## src/rtl/fp_issue_ctrl.sv

```systemverilog
// Floating-point issue controller: decodes F-type, LWC1 and SWC1 from the decode
// stage, holds a per-register result scoreboard, a write-back-port reservation
// vector and a divider-busy counter, and produces the FP register-file
// write-back strobe.
module fp_issue_ctrl #(
  parameter int NFPREG        = 32,
  parameter int LAT_ADD       = 2,
  parameter int LAT_MUL       = 4,
  parameter int LAT_DIV       = 12,
  parameter int LAT_LD        = 1,
  parameter int DIV_PIPELINED = 0
) (
  input  logic                      clk,
  input  logic                      reset_n,
  input  logic                      id_valid,
  input  logic [5:0]                op,
  input  logic [5:0]                funct,
  input  logic [$clog2(NFPREG)-1:0] fs,
  input  logic [$clog2(NFPREG)-1:0] ft,
  input  logic [$clog2(NFPREG)-1:0] fd,
  input  logic                      ex_stall,
  input  logic                      flush,
  output logic                      issue,
  output logic                      stall,
  output logic                      illegal,
  output logic [3:0]                fpu_control,
  output logic [$clog2(NFPREG)-1:0] fp_dst,
  output logic                      wb_valid,
  output logic [$clog2(NFPREG)-1:0] wb_reg
);
  localparam int RW = $clog2(NFPREG);
  localparam int CW = $clog2(LAT_DIV + 1);
  localparam logic [5:0] OP_FP   = 6'b010001;
  localparam logic [5:0] OP_LWC1 = 6'b110001;
  localparam logic [5:0] OP_SWC1 = 6'b111001;

  // Decode results
  logic          fp_class, ill, rd_fs, rd_ft, wr, is_div;
  logic [CW-1:0] lat;
  logic [3:0]    ctrl;
  logic [RW-1:0] dst;

  // State: per-register countdown, reservation vector with tags, divider counter
  logic [CW-1:0] cnt_q [NFPREG];
  logic [CW-1:0] cnt_d [NFPREG];
  logic [LAT_DIV:1] res_q, res_d;
  logic [RW-1:0] tag_q [LAT_DIV:1];
  logic [RW-1:0] tag_d [LAT_DIV:1];
  logic [CW-1:0] div_cnt_q, div_cnt_d;
  logic          wb_valid_q, wb_valid_d;
  logic [RW-1:0] wb_reg_q, wb_reg_d;

  logic [NFPREG-1:0] busy;
  logic [LAT_DIV:0]  res_ext;
  logic [CW-1:0]     slot;
  logic              raw, waw, wbc, div_haz;

  // Instruction decode: class, sources, destination, latency and FPU opcode
  always_comb begin
    fp_class = 1'b0;
    ill      = 1'b0;
    rd_fs    = 1'b0;
    rd_ft    = 1'b0;
    wr       = 1'b0;
    is_div   = 1'b0;
    lat      = '0;
    ctrl     = 4'b0000;
    dst      = '0;
    case (op)
      OP_FP: begin
        dst = fd;
        case (funct)
          6'b000000: begin fp_class = 1'b1; ctrl = 4'b0000; lat = CW'(LAT_ADD); rd_fs = 1'b1; rd_ft = 1'b1; wr = 1'b1; end
          6'b000001: begin fp_class = 1'b1; ctrl = 4'b0001; lat = CW'(LAT_ADD); rd_fs = 1'b1; rd_ft = 1'b1; wr = 1'b1; end
          6'b000010: begin fp_class = 1'b1; ctrl = 4'b0010; lat = CW'(LAT_MUL); rd_fs = 1'b1; rd_ft = 1'b1; wr = 1'b1; end
          6'b000011: begin fp_class = 1'b1; ctrl = 4'b0011; lat = CW'(LAT_DIV); rd_fs = 1'b1; rd_ft = 1'b1; wr = 1'b1; is_div = 1'b1; end
          6'b000101: begin fp_class = 1'b1; ctrl = 4'b0100; lat = CW'(LAT_ADD); rd_fs = 1'b1; wr = 1'b1; end
          6'b000111: begin fp_class = 1'b1; ctrl = 4'b0101; lat = CW'(LAT_ADD); rd_fs = 1'b1; wr = 1'b1; end
          default:   ill = 1'b1;
        endcase
      end
      OP_LWC1: begin
        fp_class = 1'b1;
        lat      = CW'(LAT_LD);
        wr       = 1'b1;
        dst      = ft;
      end
      OP_SWC1: begin
        fp_class = 1'b1;
        rd_ft    = 1'b1;
      end
      default: ;
    endcase
  end

  // Hazard detection against the current scoreboard and issue/stall generation
  always_comb begin
    for (int r = 0; r < NFPREG; r++) busy[r] = (cnt_q[r] != '0);
    // Bit 0 is a dummy so a zero latency (non-writing op) indexes safely.
    res_ext = {res_q, 1'b0};
    raw     = (rd_fs && busy[fs]) || (rd_ft && busy[ft]);
    waw     = wr && busy[dst];
    wbc     = wr && res_ext[lat];
    div_haz = is_div && (DIV_PIPELINED == 0) && (div_cnt_q != '0);
    issue   = id_valid && fp_class && !ex_stall && !flush && !raw && !waw && !wbc && !div_haz;
    stall   = id_valid && fp_class && !issue && !flush;
    illegal = id_valid && ill;
  end

  assign fpu_control = ctrl;
  assign fp_dst      = dst;
  assign wb_valid    = wb_valid_q;
  assign wb_reg      = wb_reg_q;

  // Next state: age everything by one cycle, then merge the newly issued op
  always_comb begin
    for (int r = 0; r < NFPREG; r++) cnt_d[r] = (cnt_q[r] != '0) ? cnt_q[r] - CW'(1) : '0;
    div_cnt_d = (div_cnt_q != '0) ? div_cnt_q - CW'(1) : '0;
    for (int k = 1; k < LAT_DIV; k++) begin
      res_d[k] = res_q[k+1];
      tag_d[k] = tag_q[k+1];
    end
    res_d[LAT_DIV] = 1'b0;
    tag_d[LAT_DIV] = '0;
    wb_valid_d     = res_q[1];
    wb_reg_d       = tag_q[1];
    slot           = lat - CW'(1);
    if (issue && wr) begin
      cnt_d[dst] = lat;
      // res[L] seen this cycle becomes res[L-1] after the edge; L=1 goes straight to the strobe.
      if (lat == CW'(1)) begin
        wb_valid_d = 1'b1;
        wb_reg_d   = dst;
      end else begin
        res_d[slot] = 1'b1;
        tag_d[slot] = dst;
      end
    end
    if (issue && is_div && (DIV_PIPELINED == 0)) div_cnt_d = CW'(LAT_DIV - 1);
  end

  // State registers; reset discards every in-flight write-back
  always_ff @(posedge clk or negedge reset_n) begin
    if (!reset_n) begin
      for (int r = 0; r < NFPREG; r++) cnt_q[r] <= '0;
      for (int k = 1; k <= LAT_DIV; k++) tag_q[k] <= '0;
      res_q      <= '0;
      div_cnt_q  <= '0;
      wb_valid_q <= 1'b0;
      wb_reg_q   <= '0;
    end else begin
      for (int r = 0; r < NFPREG; r++) cnt_q[r] <= cnt_d[r];
      for (int k = 1; k <= LAT_DIV; k++) tag_q[k] <= tag_d[k];
      res_q      <= res_d;
      div_cnt_q  <= div_cnt_d;
      wb_valid_q <= wb_valid_d;
      wb_reg_q   <= wb_reg_d;
    end
  end

endmodule

```

## config.mk

```make
export PLATFORM = sky130hd
export DESIGN_NAME = fp_issue_ctrl
export DESIGN_NICKNAME = d
export VERILOG_FILES = /design/src/rtl/fp_issue_ctrl.sv
export SDC_FILE = /design/constraint.sdc
export NUM_CORES = 1
export LEC_CHECK = 0
export BUFFER_PORTS_ARGS = -buffer_cell sky130_fd_sc_hd__buf_4
export CORE_ASPECT_RATIO = 0.6
export CORE_MARGIN = 1
export CORE_UTILIZATION = 54
export CTS_BUF_LIST = sky130_fd_sc_hd__clkbuf_8 sky130_fd_sc_hd__clkbuf_16
export DETAILED_ROUTE_END_ITERATION = 8
export PLACE_DENSITY = 0.72
export SLEW_MARGIN = 5
export SYNTH_ARGS = -nofsm -noshare
export SYNTH_HDL_FRONTEND = slang
export SYNTH_SLANG_ARGS = --single-unit
```

## constraint.sdc

```tcl
create_clock -name clk -period 4.46 [get_ports clk]
set_input_delay 0.669 -clock clk [delete_from_list [all_inputs] [get_ports clk]]
set_output_delay 0.669 -clock clk [all_outputs]
set_load 0.1 [all_outputs]
```

==> flow_metrics.py <==
metrics = {
    "run_status": {
        "status": "finished clean",
    },
    "logic_synthesis": {
        "synth_edf_count": 0,
        "dominantRegCellSynth": "dfrtp_1",
        "syn_avg_cell_area_um2": 9.78,
        "synthCells": 1036,
        "synth_top_area_share": 0.519,
        "synth_area_leaders": "dfrtp_1 (52%), o21ai_0 (5.3%), nand2_1 (3.3%)",
        "synth-seq-cells": 210,
        "async_flop_share": 1.00,
        "syn_area_um2": 10100,
        "ys.warnings.count": 0,
        "yosysSeqAreaShare": 0.519,
        "yosys.cell_types.count": 64,
        "synth.largest_area_cell": "dfrtp_1",
    },
    "worst_setup_path": {
        "startpoint_type": "input port",
        "crit_required_ns": 3.79,
        "setup.worst_path.class": "in2out",
        "reg2reg_to": "cnt_q[81]$_DFF_PN0_",
        "crit_slowest_cell": "nor4_2",
        "rrSetupSlack_ns": 0.76,
        "arrival_ns": 3.52,
        "path_cells": "buf_4 -> nor4_2 -> and3_1 -> and3_1 -> a21boi_0 -> nor4_1 -> and4_1 -> o21a_2 -> a211oi_4 -> buf_4",
        "path_max_fanout": 5,
        "crit_path_end_kind": "output pin",
        "critPathMaxStageDelay_ns": 0.52,
        "rr_worst_depth": 9,
        "r2r-start": "cnt_q[36]$_DFF_PN0_",
    },
    "global_routing": {
        "antenna_found_initial": 0,
        "grt_max_degree": 104,
        "grt_pass1_vias": 7672,
        "grt_pass1_wl_um": 44200,
        "grt_use_total": 0.305,
        "gr-total-overflow": 0,
    },
    "sta": {
        "finalHoldViolCount": 0,
        "timing.hold.ws_ns": 0.242,
        "worst_pin_slew_ns": 0.900,
        "skew_ns": 0.0124,
        "final_max_slew_viol_count": 0,
        "rsz0062_at_grt": "no",
        "fmax_ghz": 0.239,
        "final.setup.tns_ns": 0,
        "period_minus_slack_ns": 4.19,
        "slew-limit-headroom": 0.394,
        "setup-violations-final": 0,
        "period_share": 0.938,
    },
    "layout": {
        "largest_reg_flops": 128,
        "final_common_cell": "dfrtp_1",
        "antenna_cells": 0,
        "reg_top3": "cnt_q (128), tag_q (60), res_q (12)",
        "top_register": "cnt_q",
        "nNetsFinal": 1110,
        "synthToLayoutAreaGrowth_pct": 13.6,
        "drive_gt1_frac": 0.186,
        "layout_common_cells": "dfrtp_1 (210), o21ai_0 (107), buf_4 (104)",
        "fin_cells": 1330,
        "n_fill_cell": 1470,
    },
    "routing": {
        "wl_per_cell_um": 21.4,
        "drc": 0,
        "route.vias.total": 8324,
        "drt_wl_total_um": 28500,
        "first_pass_iters": 7,
        "drtIter0Drc": 821,
        "detail_route.vias_per_cell": 6.26,
        "postRouteAntennaNets": 0,
    },
    "placement": {
        "place.gp.congestion": 1.01,
        "post-place-cells": 1297,
        "hpwl_um": 20400,
        "port_buffers": 48,
    },
    "cts": {
        "root_buffer": "clkbuf_16",
        "cts_buffer_depth": 3,
        "cts_setup_buffers": 0,
        "clk_pin_slew_ns": 0.07,
        "cts_tree": "built",
        "cts_hold_buf": 0,
        "htreeDepth": 1,
        "clock_sinks": 210,
        "ctsResizeCount": 0,
        "cts_made_buffers": 19,
        "insertion_delay_ns": 0.50,
    },
    "floorplanning": {
        "core-area_um2": 18200,
        "start_util": 0.556,
        "die_w_um": 179,
        "io_pins": 50,
        "fp.dieH_um": 108,
        "dieArea_um2": 19300,
        "rows": 38,
    },
    "run": {
        "maxCapViolCount": 0,
    },
    "power_and_ir_drop": {
        "ir_worst_vdd_v": 0.000305,
        "powerDensity_nw_per_um2": 328,
        "leakage_nw": 5.13,
        "design_power_total_mw": 3.78,
    },
    "worst_hold_path": {
        "holdCritPathClass": "in2async",
    },
}
cells in the mapped netlist (2+ instances only):
cell type  number
dfrtp_1       210
o21ai_0       107
nand2_1        89
nor2_1         82
clkbuf_1       73
a21oi_1        57
nor4_1         38
o22ai_1        36
a31oi_1        35
nor3b_1        32
or2_2          30
mux2i_1        29
nor3_1         20
mux2_1         16
nand3_1        16
nand4_1        15
o21ai_1        12
and3_1         11
nand2b_1       11
buf_2          10
nor2b_1         9
and2_1          7
inv_1           7
buf_4           6
mux2_4          6
o211ai_1        6
o31ai_1         6
nor4_2          5
mux4_2          4
or3_1           4
a211o_1         3
a211oi_1        3
a22oi_1         3
mux2_2          3
nand3b_1        3
a2111oi_0       2
buf_6           2
inv_2           2
cell families (layout without fill, tap and decap cells):
kind of cell	Yosys count	count (layout)	synth area share
other	1	7	0.000370
AND/OR/NAND/NOR	382	382	0.203
buffers and inverters	100	148	0.0420
flip-flops	210	210	0.519
AO/OA/AOI/OAI	285	285	0.168
multiplexers	58	58	0.0676
per-stage QoR:
stage / util / instance area (um^2) / worst slack (ns)
floorplan: - / 10200 / 0.0269
global route: 0.632 / 11500 / 0.204
global placement: 0.599 / 10900 / 0.474
detailed placement: 0.599 / 10900 / 0.409
CTS: 0.632 / 11500 / 0.375
finish: 0.632 / 11500 / 0.275
worst max path at each step:
stage / cells after the start / end / startpoint / slack (ns)
after floorplan: 10 / stall / ft[4] / 0.03
after global routing: 10 / stall / funct[3] / 0.20
after global placement: 10 / stall / funct[3] / 0.47
final: 10 / stall / funct[3] / 0.27
after detailed placement: 10 / stall / funct[3] / 0.41
after CTS: 8 / issue / cnt_q[36]$_DFF_PN0_ / 0.37
power by group:
| group | switching [mW] | total, mW | internal (mW) |
|---|---|---|---|
| Sequential | 0.0123 | 1.95 | 1.94 |
| Combinational | 0.154 | 0.217 | 0.0636 |
| Clock | 0.716 | 1.61 | 0.890 |
routing by layer:
| layer | global-route usage | wire, um | share of wire | up-vias |
|---|---|---|---|---|
| met4 | 0.0660 | 537 | 0.019 | 0 |
| met1 | 0.473 | 13300 | 0.47 | 4096 |
| met2 | 0.421 | 11600 | 0.41 | 355 |
| met3 | 0.0805 | 3030 | 0.11 | 46 |
| met5 | 0 | 0 | 0 | - |
| li1 | - | - | - | 3827 |
critical path, delay by kind of cell:
| kind | cells | cell delay [ns] |
|---|---|---|
| AO/OA/AOI/OAI | 3 | 0.80 |
| AND/OR/NAND/NOR | 5 | 1.61 |
| buffers and inverters | 2 | 0.44 |
area by class of cell:
type	instances	area (um^2)	share of cell area
clock buffer	22	517	0.0449
timing repair buffer	106	815	0.0708
tap	240	300	0.0261
inverter	9	33.8	0.00294
clock inverter	11	85.1	0.00740
multi-input combinational	732	4500	0.391
sequential	210	5260	0.457
Note: power is estimated with default switching activity, not from simulation.
